==> src/rtl/pc_gen_pkg.sv <==
// pc_gen_pkg: shared types and defaults for the next-PC generator.
// Latency: n/a (declarations only).
// Backpressure: n/a.
package pc_gen_pkg;

  localparam int PC_W_DEF        = 32;
  localparam int FETCH_WIDTH_DEF = 2;

  typedef logic [PC_W_DEF-1:0] addr_t;

  localparam addr_t RESET_PC_DEF = 32'hbfc0_0000;

  // IDLE: normal fetch; WAIT_DS: redirect target parked until delay slot leaves
  typedef enum logic {
    IDLE    = 1'b0,
    WAIT_DS = 1'b1
  } pcgen_state_e;

  // Width of the word-offset field inside a bundle (at least 1 bit so it can be declared)
  function automatic int off_width(input int fw);
    return (fw > 1) ? $clog2(fw) : 1;
  endfunction

endpackage

==> src/rtl/pc_gen_redirect_sel.sv <==
// pc_gen_redirect_sel: priority mux of control-flow redirects (branch > jr > jump).
// Latency: purely combinational.
// Backpressure: none; the caller decides when the selected target is applied.
module pc_gen_redirect_sel #(
  parameter int PC_W = 32
) (
  input  logic            i_branch_taken,
  input  logic [PC_W-1:0] i_pcbranch,
  input  logic            i_jr,
  input  logic [PC_W-1:0] i_pcjr,
  input  logic            i_jump,
  input  logic [PC_W-1:0] i_pcjump,
  output logic            o_redir,
  output logic [PC_W-1:0] o_target
);

  assign o_redir = i_branch_taken | i_jr | i_jump;

  // Highest-priority requester supplies the target
  always_comb begin
    o_target = i_pcbranch;
    if (i_branch_taken) begin
      o_target = i_pcbranch;
    end else if (i_jr) begin
      o_target = i_pcjr;
    end else if (i_jump) begin
      o_target = i_pcjump;
    end
  end

endmodule

==> src/rtl/pc_gen.sv <==
// pc_gen: fetch PC register, bundle slot mask and redirect/delay-slot sequencing.
// Latency: redirect or exception reaches pc_o one cycle later; flush_o is same-cycle.
// Backpressure: pc_o/slot_mask_o hold while pc_valid_o & !pc_ready_i unless redirected.
// Optional: define PC_GEN_STAT_EN to add saturating redirect/exception counters.
module pc_gen
  import pc_gen_pkg::*;
#(
  parameter int              FETCH_WIDTH = FETCH_WIDTH_DEF,
  parameter int              PC_W        = PC_W_DEF,
  parameter logic [PC_W-1:0] RESET_PC    = PC_W'(RESET_PC_DEF)
) (
  input  logic                   clk,
  input  logic                   reset,
  output logic                   pc_valid_o,
  input  logic                   pc_ready_i,
  output logic [PC_W-1:0]        pc_o,
  output logic [FETCH_WIDTH-1:0] slot_mask_o,
  input  logic                   exc_valid_i,
  input  logic [PC_W-1:0]        exc_pc_i,
  input  logic                   branch_taken_i,
  input  logic [PC_W-1:0]        pcbranch_i,
  input  logic                   jr_i,
  input  logic [PC_W-1:0]        pcjr_i,
  input  logic                   jump_i,
  input  logic [PC_W-1:0]        pcjump_i,
  input  logic                   ds_fetched_i,
  output logic                   flush_o,
  output logic                   wait_ds_o
`ifdef PC_GEN_STAT_EN
  ,
  output logic [31:0]            stat_redirect_o,
  output logic [31:0]            stat_exc_o
`endif
);

  localparam int              OFF_W      = off_width(FETCH_WIDTH);
  localparam logic [PC_W-1:0] BUNDLE_B   = PC_W'(4 * FETCH_WIDTH);
  localparam logic [PC_W-1:0] ALIGN_MASK = ~(PC_W'(4 * FETCH_WIDTH - 1));

  pcgen_state_e    r_state;
  pcgen_state_e    w_state_nxt;
  logic [PC_W-1:0] r_pc;
  logic [PC_W-1:0] r_tgt;
  logic            r_vld;
  logic [PC_W-1:0] w_pc_nxt;
  logic [PC_W-1:0] w_tgt_nxt;
  logic [PC_W-1:0] w_seq_pc;
  logic [PC_W-1:0] w_redir_tgt;
  logic            w_redir;
  logic            w_fire;
  logic [OFF_W-1:0] w_off;

  pc_gen_redirect_sel #(
    .PC_W (PC_W)
  ) u_redirect_sel (
    .i_branch_taken (branch_taken_i),
    .i_pcbranch     (pcbranch_i),
    .i_jr           (jr_i),
    .i_pcjr         (pcjr_i),
    .i_jump         (jump_i),
    .i_pcjump       (pcjump_i),
    .o_redir        (w_redir),
    .o_target       (w_redir_tgt)
  );

  assign w_fire   = pc_valid_o & pc_ready_i;
  assign w_seq_pc = (r_pc & ALIGN_MASK) + BUNDLE_B;

  // Word position of pc within its bundle; a single-slot bundle has no offset
  generate
    if (FETCH_WIDTH > 1) begin : g_off
      assign w_off = r_pc[2 +: OFF_W];
    end else begin : g_no_off
      assign w_off = '0;
    end
  endgenerate

  // Next state: exception first, then redirect (direct or parked), then sequential fetch
  always_comb begin
    w_state_nxt = r_state;
    w_pc_nxt    = r_pc;
    w_tgt_nxt   = r_tgt;
    if (exc_valid_i) begin
      w_pc_nxt    = exc_pc_i;
      w_state_nxt = IDLE;
    end else begin
      case (r_state)
        IDLE: begin
          if (w_redir && ds_fetched_i) begin
            w_pc_nxt = w_redir_tgt;
          end else if (w_redir) begin
            w_tgt_nxt   = w_redir_tgt;
            w_state_nxt = WAIT_DS;
          end else if (w_fire) begin
            w_pc_nxt = w_seq_pc;
          end
        end
        WAIT_DS: begin
          // Delay slot accepted by fetch: now jump to the parked target
          if (w_fire) begin
            w_pc_nxt    = r_tgt;
            w_state_nxt = IDLE;
          end
        end
        default: w_state_nxt = IDLE;
      endcase
    end
  end

  // Outputs: bundle request, slot mask (delay slot alone while waiting) and flush
  always_comb begin
    pc_valid_o  = r_vld & ~reset;
    pc_o        = r_pc;
    wait_ds_o   = (r_state == WAIT_DS);
    flush_o     = 1'b0;
    slot_mask_o = '0;
    if (!reset) begin
      flush_o = exc_valid_i | ((r_state == IDLE) & w_redir & ds_fetched_i);
    end
    for (int i = 0; i < FETCH_WIDTH; i++) begin
      if (r_state == WAIT_DS) begin
        slot_mask_o[i] = (i == int'(w_off));
      end else begin
        slot_mask_o[i] = (i >= int'(w_off));
      end
    end
  end

  // State register; valid rises one cycle after reset is released
  always_ff @(posedge clk) begin
    if (reset) begin
      r_state <= IDLE;
      r_pc    <= RESET_PC;
      r_tgt   <= '0;
      r_vld   <= 1'b0;
    end else begin
      r_state <= w_state_nxt;
      r_pc    <= w_pc_nxt;
      r_tgt   <= w_tgt_nxt;
      r_vld   <= 1'b1;
    end
  end

`ifdef PC_GEN_STAT_EN
  logic        w_redir_done;
  logic [31:0] r_stat_redirect;
  logic [31:0] r_stat_exc;

  assign w_redir_done = ~exc_valid_i &
                        (((r_state == IDLE) & w_redir & ds_fetched_i) |
                         ((r_state == WAIT_DS) & w_fire));

  // Saturating event counters
  always_ff @(posedge clk) begin
    if (reset) begin
      r_stat_redirect <= '0;
      r_stat_exc      <= '0;
    end else begin
      if (w_redir_done && (r_stat_redirect != '1)) begin
        r_stat_redirect <= r_stat_redirect + 32'd1;
      end
      if (exc_valid_i && (r_stat_exc != '1)) begin
        r_stat_exc <= r_stat_exc + 32'd1;
      end
    end
  end

  assign stat_redirect_o = r_stat_redirect;
  assign stat_exc_o      = r_stat_exc;
`endif

  // A second redirect while a delay slot is pending is an upstream protocol error
  assert property (@(posedge clk) disable iff (reset) !((r_state == WAIT_DS) && w_redir))
    else $error("pc_gen: redirect received while waiting for delay slot");

endmodule

==> config.mk <==
export PLATFORM = sky130hd
export DESIGN_NAME = pc_gen
export DESIGN_NICKNAME = d
export VERILOG_FILES = /design/src/rtl/pc_gen_pkg.sv /design/src/rtl/pc_gen_redirect_sel.sv /design/src/rtl/pc_gen.sv
export SDC_FILE = /design/constraint.sdc
export NUM_CORES = 1
export LEC_CHECK = 0
export CAP_MARGIN = 20
export CORE_ASPECT_RATIO = 1.4
export CORE_MARGIN = 5
export CORE_UTILIZATION = 45
export CTS_CLUSTER_SIZE = 14
export DETAILED_ROUTE_END_ITERATION = 8
export PLACE_DENSITY = 0.82
export SLEW_MARGIN = 20
export SYNTH_ARGS = -nofsm -noshare
export SYNTH_HDL_FRONTEND = slang
export SYNTH_SLANG_ARGS = --single-unit
==> constraint.sdc <==
create_clock -name clk -period 2.36 [get_ports clk]
set_input_delay 0.354 -clock clk [delete_from_list [all_inputs] [get_ports clk]]
set_output_delay 0.354 -clock clk [all_outputs]
set_load 0.02 [all_outputs]
### After elaboration in Yosys (flattened, before gate mapping)

Cells that the tools add are included.

* output and inout bits: 37
* memories: 0
* register bits after elaboration: 66
* input bits: 136
* latch bits: 0
* bits in read-only memories: 0
* logic and storage cells: 42
* memory bits (writable): 0

* shift operators: 0
* multipliers: 0
* magnitude comparators: 1
* bitwise operators: 12
* div/mod/pow operators: 0
* reductions and logical operators: 4
* multiplexer cells: 17
* add/subtract/negate cells: 1
* equal/unequal tests: 3

Operators by type and width (count)
* $mux 32: 8
* $pmux 32 s2: 1
* $add 32x4->32 const B: 1
* $ne 4x4->1 const B: 2
* $mux 1: 7
* $not 1->1: 5
* $and 1x1->1: 4
* $reduce_and 4->1: 1
* $ne 3x2->1 const B: 1
* $or 1x1->1: 3
* $reduce_and 3->1: 1
* $pmux 1 s2: 1
* $reduce_or 2->1: 1
* $ge 1x1->1 const A: 1
* $logic_and 1x1->1: 1

### Logic depth before layout (Yosys ltp)

Gate-level depths: netlist (run 1).

* depth after elaboration: 8
* mapped depth: 9
* depth with buffers taken out: 6

### Hierarchy

A second synthesis (run 1) with hierarchy kept.

* cells, all modules: 695
* area total of the unflattened synthesis: 4858.4 sq um

By module, submodules not included
* pc_gen: cells each 550, area an instance 3988.8 sq um, seq. area each 1321.3 sq um, instances 1
* pc_gen_redirect_sel: cells each 145, area an instance 869.6 sq um, seq. area each 0.0 sq um, instances 1

### Least setup slack after synthesis (run 1)

No wires, ideal clock.

* path kind: reg2reg
* start point: register r_pc[22], in the netlist pc_o[22]
* end point: register r_pc[31], in the netlist pc_o[31]
* path slack: 0.395 ns
* path buffers: 1
* required time: 2.221 ns
* clock period less this slack: 1.965 ns
* data arrival time: 1.826 ns
* setup time: 0.139 ns
* stages on the path, launching flop included: 7
* path through: dfxtp_1 > nand4_1 > or4_1 > buf_2 > o311a_1 > a21oi_1 > a22oi_1

* word-level cells in the longest chain between the ends: 6

RTL lines
* start, declared: RTL line pc_gen.sv:42 `logic [PC_W-1:0] r_pc;`
* start signal, assigned: RTL line pc_gen.sv:138 `r_pc <= w_pc_nxt;`
* $add 32x4->32: RTL line pc_gen.sv:67 `assign w_seq_pc = (r_pc & ALIGN_MASK) + BUNDLE_B;`
* $mux 32: RTL line pc_gen.sv:94 `end else if (w_fire) begin`
* $mux 32: RTL line pc_gen.sv:91 `end else if (w_redir) begin`
* $mux 32: RTL line pc_gen.sv:89 `if (w_redir && ds_fetched_i) begin`
* $pmux 32 s2: RTL line pc_gen.sv:87 `case (r_state)`
* $mux 32: RTL line pc_gen.sv:83 `if (exc_valid_i) begin`

Every way passes these cells. The select of a mux whose other input is x is not followed.
A chain may end at the register's enable or synchronous reset.

### Worst setup path in the final report (run 1)

* start point: input port branch_taken_i
* end point: output port flush_o

* word-level cells in the longest chain between the ends: 6

RTL lines
* start, declared: RTL line pc_gen.sv:20 `input logic branch_taken_i,`
* $or 1x1->1 (2 in series): RTL line pc_gen_redirect_sel.sv:17 `assign o_redir = i_branch_taken | i_jr | i_jump;`
* $and 1x1->1 (2 in series): RTL line pc_gen.sv:118 `flush_o = exc_valid_i | ((r_state == IDLE) & w_redir & ds_fetched_i);`
* $or 1x1->1: RTL line pc_gen.sv:118
* $mux 1: RTL line pc_gen.sv:117 `if (!reset) begin`
* end, declared: RTL line pc_gen.sv:27 `output logic flush_o,`

Every way passes these cells.

==> impl_metrics.csv, run 1 <==
group,metric,value,unit
outcome,status,"finished clean",
power_and_ir_drop,ir_worst_vdd,0.000309,V
cells_and_area,antennaDiodeCount,0,
grt,grt_max_degree,37,
timing,worst_slew_pin_slew,550,ps
min_path,hp-class,"flop to flop",
critical_path,critical_path_class,"input pin to primary output",
logic_synthesis,synth_top_flop_cell,"dfxtp_1",
placed_design,dpl.hpwl,13.7,mm
logic_synthesis,synth.avg_cell_area,7.39,sq um
power_and_ir_drop,cellPowerDensity,537,nW/um^2
logic_synthesis,yosysMostFrequentCell,"nand2_1",
floorplanning,ios,173,
floorplanning,core,9850,sq um
cells_and_area,drive_above_1_share,12.7,%
timing,post-route-period-util,95.9,%
grt,grtUsageTotal,28.6,%
timing,finalMaxSlewViolations,0,
logic_synthesis,yosys_warnings,0,
detailed_routing,drc,0,
placed_design,placed_area,6720,sq um
logic_synthesis,synth.top_cells.by_area,"dfxtp_1 30%, nand2_1 8.2%, a21oi_1 7.2%",
clock_network,cts_max_level,3,
power_and_ir_drop,p_leak,2.64,nW
grt,overflow,0,
clock_network,cts_hold_buf,0,
clock_network,tritoncts,"yes",
placed_design,io_buffers,172,
critical_path,cp_max_fo,6,
detailed_routing,wl,17.4,mm
critical_path,arrival,1910,ps
cells_and_area,fill_cells,799,
detailed_routing,routedWlPerCell,18.4,um
detailed_routing,wl_met1,6.93,mm
detailed_routing,met2_length,8.85,mm
detailed_routing,top_layer_used,"met4",
critical_path,r2r-start,"pc_o[9]$_SDFFE_PP0P_",
cells_and_area,fin_nets,945,
logic_synthesis,syn-num-nets,743,
detailed_routing,vias,5700,
clock_network,cts_resized,1,
logic_synthesis,synthArstFlopShare,0,%
placed_design,globalplace.congestion,0.918,
timing,tns,0,ps
timing,finClkSkew,6.25,ps
floorplanning,dieHeight,128,um
clock_network,post_cts_buffers,0,
clock_network,ctsLongestPathBuffers,2,
grt,first_global_vias,5528,
timing,setup_viol,0,
timing,relSlewSlack,63.0,%
critical_path,end_kind,"primary output",
critical_path,slowest_delay,630,ps
critical_path,r2r_slack,220,ps
detailed_routing,antenna_left,0,
power_and_ir_drop,finalPower,3.77,mW
logic_synthesis,yosysTopAreaCell,"dfxtp_1",
logic_synthesis,ys_types,64,
detailed_routing,met3_length,1.26,mm
clock_network,clock_latency,330,ps
timing,timing.hold.ws,456,ps
cells_and_area,finalNonFillerCells,947,
clock_network,root_buffer,"clkbuf_16",
logic_synthesis,synth_common_cells,"98 x nand2_1, 66 x dfxtp_1, 64 x a21oi_1",
clock_network,clkSinkCount,66,
floorplanning,die_w,94.3,um
cells_and_area,utilization,71.4,%
logic_synthesis,synthCells,606,
min_path,worstHoldEndpoint,"r_tgt[10]$_SDFFE_PP0P_",
timing,hold_viol,0,
timing,period_needed,2260,ps
cells_and_area,register_area,1320,sq um
grt,grt_pass1_wl,27.5,mm
timing,fmax,442,MHz
min_path,holdPathStages,2,
critical_path,worstReg2RegEnd,"pc_o[18]$_SDFFE_PP0P_",
cells_and_area,final_area,7030,sq um
clock_network,path_clk_slew,50,ps
flow_run,cap_violations,0,
critical_path,reg2regPathDepth,5,
cells_and_area,syn2layout_area_growth,56.9,%
critical_path,crit_path_cell_trace,"clkdlybuf4s50_1, o31a_1, nand2_1, a21oi_1, dlygate4sd2_1",
detailed_routing,firstDrtPassIters,5,
logic_synthesis,yosys.area.top_type_share,29.5,%
min_path,worst_hold_startpoint,"r_tgt[10]$_SDFFE_PP0P_",
clock_network,cts_inserted_buffers,9,
detailed_routing,drtIter0Drc,440,
logic_synthesis,netlist_area,4480,sq um
cells_and_area,multiInputGateArea,2830,sq um
critical_path,cp.required,2010,ps
logic_synthesis,ys_seq_elements,66,
placed_design,placed_cells,932,
logic_synthesis,synth-seq-area-share,29.5,%
floorplanning,row_count,43,
critical_path,cp-start-kind,"input pin",
critical_path,crit_path_top_delay_cell,"clkdlybuf4s50_1",
placed_design,place_ws,-187,ps
floorplanning,initial_utilization,45.5,%
floorplanning,die_area,12100,sq um
detailed_routing,vias_per_cell,6.02,
timing,fin_ws,96.7,ps
grt,antenna_found_initial,0,
timing,grt_setup_unrepaired,"no",
logic_synthesis,synth_edf_count,0,
how the worst max path moves through the flow:
stage / start / endpoint / slack, ps / depth (start not counted)
after floorplan: pc_o[22]$_SDFFE_PP1P_ / pc_o[31]$_SDFFE_PP1P_ / 400 / 6
after global placement: jump_i / flush_o / -140 / 5
after detailed placement: jump_i / flush_o / -190 / 5
after CTS: jump_i / flush_o / 100 / 5
after global routing: branch_taken_i / flush_o / 10 / 5
final: branch_taken_i / flush_o / 100 / 5
placed cells by master, fill, tap and decap left out, drive strengths merged, types with 9 or more instances in the layout:
cell | Yosys | layout
nor4 | 11 | 11
buf | 26 | 76
o221ai | 16 | 16
clkbuf | 31 | 12
a21oi | 64 | 64
o22ai | 12 | 12
nor3 | 9 | 9
a22oi | 29 | 29
nand4 | 11 | 11
o21ai | 40 | 40
nand2 | 99 | 99
dfxtp | 66 | 66
a221oi | 11 | 11
nand3 | 15 | 15
o211ai | 11 | 11
nor2 | 24 | 24
clkdlybuf4s50 | 0 | 170
inv | 21 | 21
a2bb2oi | 9 | 9
o31a | 12 | 12
report_power, final:
| group | switching, mW | internal, mW |
|---|---|---|
| registers | 0.102 | 1.20 |
| logic | 0.550 | 0.615 |
| clock network | 0.468 | 0.837 |
| total | 1.12 | 2.66 |
per-layer routing:
layer  vias to the layer above  track usage [%]
met5                         -                0
met4                         0             12.0
met3                        24             3.64
met2                       301             49.2
met1                      2665             35.7
li1                       2710                -
kinds of logic after synthesis:
| group | Yosys count | share of synthesized area [%] |
|---|---|---|
| AOI/OAI and AO/OA | 252 | 39.3 |
| and+or+nand+nor | 203 | 21.9 |
| buffers and inverters | 78 | 7.85 |
| DFF | 66 | 29.5 |
| xor gates and xnor gates | 6 | 1.17 |
| adders and majority gates | 1 | 0.279 |
registers in the layout, summed over array words and instances (netlist names):
register and count:
r_vld 1, pc_o 32, wait_ds_o 1, r_tgt 32
cell type report:
| cell class | count | share of cell area (%) |
|---|---|---|
| inverters | 21 | 1.12 |
| repair buffers | 248 | 33.4 |
| flip-flops and latches | 66 | 18.8 |
| clock buffers | 12 | 3.51 |
| multi-input cells | 462 | 40.2 |
| well taps | 135 | 2.40 |
| clock inverters | 3 | 0.570 |
critical path, delay by kind of cell:
| family | cells | cell delay [ps] |
|---|---|---|
| buf+inv | 2 | 1000 |
| compound gates | 2 | 470 |
| simple gates | 1 | 80 |
Note: power is estimated with default switching activity, not from simulation.
==> inputs of run 2 (changes only) <==
CORE_UTILIZATION = 46   (was 45)
SYNTH_HIERARCHICAL = 1   (was default)
==> run 2 against run 1 <==
Global-route usage rose by 0.34 points. Non-clock buffer count rose by 10. Count of clock-buffer cells in the layout fell by 1. Clock power fell by 7%. Cell area rose by 6.9%. Sequential cell count did not move. Worst setup slack improved by 5.1 ps.
==> impl_metrics.csv, run 2 <==
group,metric,value,unit
outcome,status,"finished clean",
grt,first_global_vias,5957,
floorplanning,initial_utilization,46.9,%
critical_path,crit_path_top_delay_cell,"dfxtp_1",
logic_synthesis,synthAdderAreaFrac,0.258,%
timing,grt_setup_unrepaired,"no",
grt,grt_max_degree,42,
logic_synthesis,synth_edf_count,0,
critical_path,crit_path_cell_trace,"buf_4, nand2_1, clkdlybuf4s50_1",
critical_path,cp-start-kind,"flop",
power_and_ir_drop,power_frac_comb,33.2,%
logic_synthesis,synth_compound_area_share,30.8,%
timing,finalMaxSlewViolations,0,
logic_synthesis,ys_seq_elements,66,
detailed_routing,vias_per_cell,5.87,
power_and_ir_drop,seqPwrFrac,34.8,%
critical_path,slowest_delay,600,ps
clock_network,root_buffer,"clkbuf_16",
grt,gr-usage-met3,4.51,%
critical_path,r2r-start,"wait_ds_o$_SDFF_PP0_",
logic_synthesis,yosys.area.top_type_share,27.2,%
power_and_ir_drop,cellPowerDensity,501,nW/um^2
grt,grt_pass1_wl,30.5,mm
floorplanning,ios,173,
floorplanning,die_area,12700,sq um
logic_synthesis,netlist_area,4860,sq um
timing,fin_ws,102,ps
cells_and_area,layout_commonest_cell,"clkdlybuf4s50_1",
critical_path,end_kind,"primary output",
power_and_ir_drop,p_sw,1.20,mW
power_and_ir_drop,p_leak,3.11,nW
critical_path,crit_buf_inv,2,
critical_path,worstReg2RegEnd,"pc_o[29]$_SDFFE_PP1P_",
power_and_ir_drop,p_int,2.56,mW
detailed_routing,antenna_left,0,
grt,grt-busiest-layer,"met2",
floorplanning,core,10300,sq um
timing,finClkSkew,5.60,ps
grt,antenna_found_initial,0,
logic_synthesis,synth-seq-area-share,27.2,%
logic_synthesis,syn-num-nets,832,
timing,fmax,443,MHz
timing,post-route-period-util,95.7,%
clock_network,cts_inserted_buffers,9,
critical_path,r2r_slack,230,ps
grt,use_met2,49.5,%
timing,setup_viol,0,
power_and_ir_drop,ir_worst_vdd,0.000291,V
power_and_ir_drop,clockPowerShare,32.1,%
cells_and_area,syn2layout_area_growth,54.5,%
placed_design,place_ws,-382,ps
floorplanning,dieHeight,132,um
grt,overflow,0,
placed_design,dpl.hpwl,15.4,mm
critical_path,cp_top_family,"buffers and inverters",
placed_design,io_buffers,172,
cells_and_area,utilization,72.5,%
clock_network,ctsLongestPathBuffers,2,
logic_synthesis,yosysTopAreaCell,"dfxtp_1",
logic_synthesis,synth_simple_gate_area_share,26.8,%
critical_path,cp.depth,3,
detailed_routing,drc,0,
power_and_ir_drop,p_sw_share,31.9,%
cells_and_area,drive_above_1_share,13.7,%
grt,grtUsageTotal,29.0,%
logic_synthesis,synthArstFlopShare,0,%
critical_path,critical_path_class,"flop to primary output",
critical_path,reg2regPathDepth,6,
logic_synthesis,yosys_warnings,6,
cells_and_area,antennaDiodeCount,0,
detailed_routing,routedWlPerCell,18.3,um
cells_and_area,mostFrequentLayoutCells,"166 x clkdlybuf4s50_1, 123 x nand2_1, 74 x inv_1",
timing,tns,0,ps
clock_network,cts_max_level,3,
clock_network,path_clk_slew,50,ps
critical_path,startpoint,"wait_ds_o$_SDFF_PP0_",
floorplanning,die_w,96.9,um
logic_synthesis,yosysMostFrequentCell,"nand2_1",
timing,hold_viol,0,
critical_path,crit_path_end,"slot_mask_o[1]",
logic_synthesis,synth_common_cells,"123 x nand2_1, 74 x inv_1, 66 x dfxtp_1, 66 x nor2_1, 64 x a21oi_1",
detailed_routing,firstDrtPassIters,6,
timing,relSlewSlack,56.0,%
clock_network,cts_hold_buf,0,
detailed_routing,drtIter0Drc,716,
critical_path,arrival,1900,ps
logic_synthesis,ys_types,74,
timing,period_needed,2260,ps
clock_network,clkSinkCount,66,
critical_path,cp_max_fo,20,
clock_network,tritoncts,"yes",
flow_run,cap_violations,0,
critical_path,cp.required,2010,ps
detailed_routing,wl,19.2,mm
detailed_routing,vias,6176,
min_path,hp-class,"flop to flop",
logic_synthesis,synth.top_cells.by_area,"dfxtp_1 27%, nand2_1 9.5%, a21oi_1 6.6%",
placed_design,globalplace.congestion,0.919,
cells_and_area,fin_nets,1046,
grt,globalRouteMet1Util,36.1,%
timing,worst_slew_pin_slew,654,ps
logic_synthesis,synth_top_family_by_area,"compound AO/OA/AOI/OAI gates",
cells_and_area,fill_cells,831,
logic_synthesis,synthMuxAreaShare,1.29,%
logic_synthesis,synth.avg_cell_area,6.99,sq um
floorplanning,row_count,44,
logic_synthesis,synthXorXnorAreaFrac,1.62,%
logic_synthesis,synth_top_flop_cell,"dfxtp_1",
logic_synthesis,synthCells,695,
clock_network,clock_latency,340,ps
## run 2: changes by cell type in the layout (fill, tap and decap cells not counted), sizes merged, moves of 8 or more
| cell | before | now |
|---|---|---|
| nor2 | 24 | 67 |
| o221ai | 16 | 4 |
| a222oi | 0 | 31 |
| a2bb2oi | 9 | 1 |
| buf | 76 | 88 |
| o22ai | 12 | 0 |
| a221oi | 11 | 3 |
| a22oi | 29 | 3 |
| inv | 21 | 74 |
| a211oi | 1 | 9 |
| nand2 | 99 | 123 |
## run 2: tightest hold or removal path: stages (launching register included)
cell and delay [ps]:
dfxtp_1 300, nand2_1 50, a21oi_1 50
## run 2: repair_timing
action,4_1_cts,5_1_grt
resized for setup,3,8
setup buffers,0,1
pin swaps,1,6
setup endpoints to repair,2,15
## run 2: worst min path at each step
stage,start,end,cells past startpoint
6_report,r_tgt[9]$_SDFFE_PP0P_,r_tgt[9]$_SDFFE_PP0P_,2
5_1_grt,r_tgt[22]$_SDFFE_PP0P_,r_tgt[22]$_SDFFE_PP0P_,2
4_1_cts,r_tgt[9]$_SDFFE_PP0P_,r_tgt[9]$_SDFFE_PP0P_,2
3_5_place_dp,r_tgt[9]$_SDFFE_PP0P_,r_tgt[9]$_SDFFE_PP0P_,2
3_3_place_gp,r_tgt[22]$_SDFFE_PP0P_,r_tgt[22]$_SDFFE_PP0P_,2
2_1_floorplan,r_tgt[22]$_SDFFE_PP0P_,r_tgt[22]$_SDFFE_PP0P_,2
## run 2: area by class of cell
| type | instances | area [sq um] | share of cell area (%) |
|---|---|---|---|
| Clock buffer | 11 | 233 | 3.10 |
| Clock inverter | 5 | 31.3 | 0.417 |
| Inverter | 74 | 278 | 3.70 |
| Multi-Input combinational cell | 500 | 2970 | 39.5 |
| Sequential cell | 66 | 1320 | 17.6 |
| Tap cell | 138 | 173 | 2.30 |
| Timing Repair Buffer | 258 | 2500 | 33.4 |
## run 2: routing by layer
metal | part of all wire (%) | vias to the layer above
li1 | - | 2912
met1 | 39 | 2888
met2 | 50 | 329
met3 | 7.9 | 47
met4 | 3.1 | 0
met5 | 0 | -
## run 2: power groups by stage
stage | sequential, mW | clock, mW | combinational, mW
after global routing | 1.32 | 1.26 | 1.34
after CTS | 1.31 | 1.21 | 1.23
after detailed placement | 1.33 | 0 | 1.23
after global placement | 1.33 | 0 | 1.20
after floorplan | 1.36 | 0 | 0.529
final | 1.31 | 1.21 | 1.25
## run 2: kinds of logic after synthesis
family	Yosys count
flip-flops	66
adder cells (fa/ha/maj)	1
AO/OA/AOI/OAI	212
buffers and inverters	129
XOR/XNOR	9
multiplexers	6
AND/OR/NAND/NOR	272
## run 2: metrics by stage
stage	instance area (sq um)	power, mW	cells	hold WS (ps)
floorplan	4860	1.89	695	431
global placement	7190	2.53	1033	441
detailed placement	7210	2.56	1035	447
CTS	7480	3.75	1051	454
global route	7510	3.92	1052	478
finish	7510	3.76	1052	454
==> inputs of run 3 (changes only) <==
GPL_TIMING_DRIVEN = 0   (was default)
==> run 3 against run 2 <==
Sequential share of layout area is 0.87 points higher. Cell area is 4.6% lower. Clock skew is 2.7 ps higher. Routed wire length is 11% higher. Total power is 2.4% higher. Utilization is 3.3 points lower. Critical endpoint is now flush_o. First-iteration DRC count is 8.5% lower. Worst setup slack worse by 57 ps. Clock power is 12% higher. Sequential power hardly changed. Count of clock-buffer cells in the layout stayed put.
==> impl_metrics.csv, run 3 (same netlist as run 2, synthesis figures left out) <==
group,metric,value,unit
grt,grtUsageTotal,32.0,%
cells_and_area,antennaDiodeCount,0,
clock_network,root_buffer,"clkbuf_16",
clock_network,ctsLongestPathBuffers,2,
critical_path,startpoint,"exc_valid_i",
critical_path,reg2regPathDepth,6,
detailed_routing,top_layer_used,"met4",
detailed_routing,vias_per_cell,6.11,
power_and_ir_drop,power_frac_comb,30.8,%
detailed_routing,routedWlPerCell,20.7,um
min_path,hp-class,"flop to flop",
detailed_routing,wl,21.3,mm
timing,grt_setup_unrepaired,"no",
floorplanning,ios,173,
cells_and_area,final_area,7160,sq um
floorplanning,die_w,96.9,um
clock_network,clock_latency,340,ps
floorplanning,core,10300,sq um
clock_network,path_clk_slew,60,ps
detailed_routing,drc,0,
power_and_ir_drop,p_sw_share,32.2,%
critical_path,critical_path_class,"input pin to primary output",
placed_design,placed_area,6730,sq um
timing,fmax,432,MHz
detailed_routing,met2_length,10.5,mm
clock_network,tritoncts,"yes",
power_and_ir_drop,finalPower,3.85,mW
placed_design,dpl.hpwl,16.4,mm
detailed_routing,drtIter0Drc,655,
power_and_ir_drop,p_leak,2.87,nW
critical_path,r2r-start,"pc_o[19]$_SDFFE_PP0P_",
cells_and_area,layout_commonest_cell,"clkdlybuf4s50_1",
detailed_routing,vias,6264,
detailed_routing,met3_length,1.98,mm
critical_path,cp-start-kind,"input pin",
power_and_ir_drop,seqPwrFrac,33.8,%
critical_path,arrival,1960,ps
timing,finClkSkew,8.33,ps
min_path,holdPathStages,2,
timing,relSlewSlack,49.7,%
timing,finalMaxSlewViolations,0,
cells_and_area,fin_nets,1019,
placed_design,io_buffers,170,
grt,grt_pass1_wl,32.8,mm
clock_network,cts_max_level,3,
timing,period_needed,2320,ps
cells_and_area,mostFrequentLayoutCells,"166 x clkdlybuf4s50_1, 121 x nand2_1, 74 x inv_1",
power_and_ir_drop,clockPowerShare,35.4,%
grt,first_global_vias,6159,
clock_network,clkSinkCount,66,
placed_design,place_ws,-982,ps
outcome,status,"finished clean",
clock_network,cts_inserted_buffers,9,
grt,grt_max_degree,12,
grt,antenna_found_initial,0,
detailed_routing,wl_met1,7.80,mm
min_path,worst_hold_startpoint,"r_tgt[8]$_SDFFE_PP0P_",
timing,fin_ws,44.6,ps
timing,post-route-period-util,98.1,%
timing,hold_viol,0,
critical_path,cp_max_fo,10,
floorplanning,initial_utilization,46.9,%
power_and_ir_drop,p_sw,1.24,mW
critical_path,cp.required,2010,ps
power_and_ir_drop,p_int,2.61,mW
timing,setup_viol,0,
grt,overflow,0,
cells_and_area,drive_above_1_share,9.70,%
floorplanning,die_area,12700,sq um
placed_design,globalplace.congestion,0.952,
timing,worst_slew_pin_slew,754,ps
detailed_routing,antenna_left,0,
detailed_routing,firstDrtPassIters,5,
floorplanning,row_count,44,
critical_path,end_kind,"primary output",
power_and_ir_drop,cellPowerDensity,538,nW/um^2
floorplanning,dieHeight,132,um
cells_and_area,syn2layout_area_growth,47.4,%
cells_and_area,fill_cells,891,
power_and_ir_drop,ir_worst_vdd,0.000404,V
flow_run,cap_violations,0,
run 3: layer usage:
metal  vias up  global-route usage (%)
li1       2857                       -
met1      2908                    37.0
met2       432                    56.0
met3        67                    5.62
met4         0                    16.6
met5         -                       0
run 3: final timing paths:
| check | slack, ps | to |
|---|---|---|
| worst max-delay path | 40 | flush_o |
| worst min-delay path | 450 | r_tgt[8]$_SDFFE_PP0P_ |
| worst max register to register | 130 | pc_o[30]$_SDFFE_PP0P_ |
| worst min register to register | 450 | r_tgt[8]$_SDFFE_PP0P_ |
run 3: worst max-delay path, cell delays in order:
cell and delay [ps]:
clkdlybuf4s50_1 510, buf_4 220, buf_4 220, buf_4 210, nor2_1 60, nor2_1 90, clkdlybuf4s15_2 270
run 3: layout make-up:
| type | count | area, sq um | area share [%] |
|---|---|---|---|
| inverter | 74 | 278 | 3.88 |
| buffer | 54 | 338 | 4.72 |
| multi-input combinational | 500 | 2990 | 41.8 |
| tap | 138 | 173 | 2.41 |
| clock buffer | 11 | 243 | 3.39 |
| clock inverter | 5 | 53.8 | 0.751 |
| timing repair buffer | 177 | 1760 | 24.6 |
| sequential | 66 | 1320 | 18.5 |
run 3: power by group through the flow:
stage                     combinational [mW]  clock (mW)  sequential, mW
after detailed placement                1.12           0            1.32
after global routing                    1.26        1.41            1.31
after CTS                               1.17        1.35            1.30
after floorplan                        0.529           0            1.36
final                                   1.18        1.36            1.30
after global placement                  1.10           0            1.32
run 3: per-stage QoR:
step                hold slack (ps)  TNS (ps)  std cells  utilization, %
floorplan                       431         0        695               -
global placement                440    -30510       1003            65.1
finish                          451         0       1025            69.2
CTS                             451         0       1025            69.2
detailed placement              444    -33530       1003            65.1
global route                    470         0       1025            69.2
run 3: repair_timing:
action / 4_1_cts / 5_1_grt
hold buffers: 0 / 0
setup endpoints to repair: 35 / 9
buffers inserted: 7 / 0
gates resized for setup: 36 / 3
pin swaps: 4 / 0
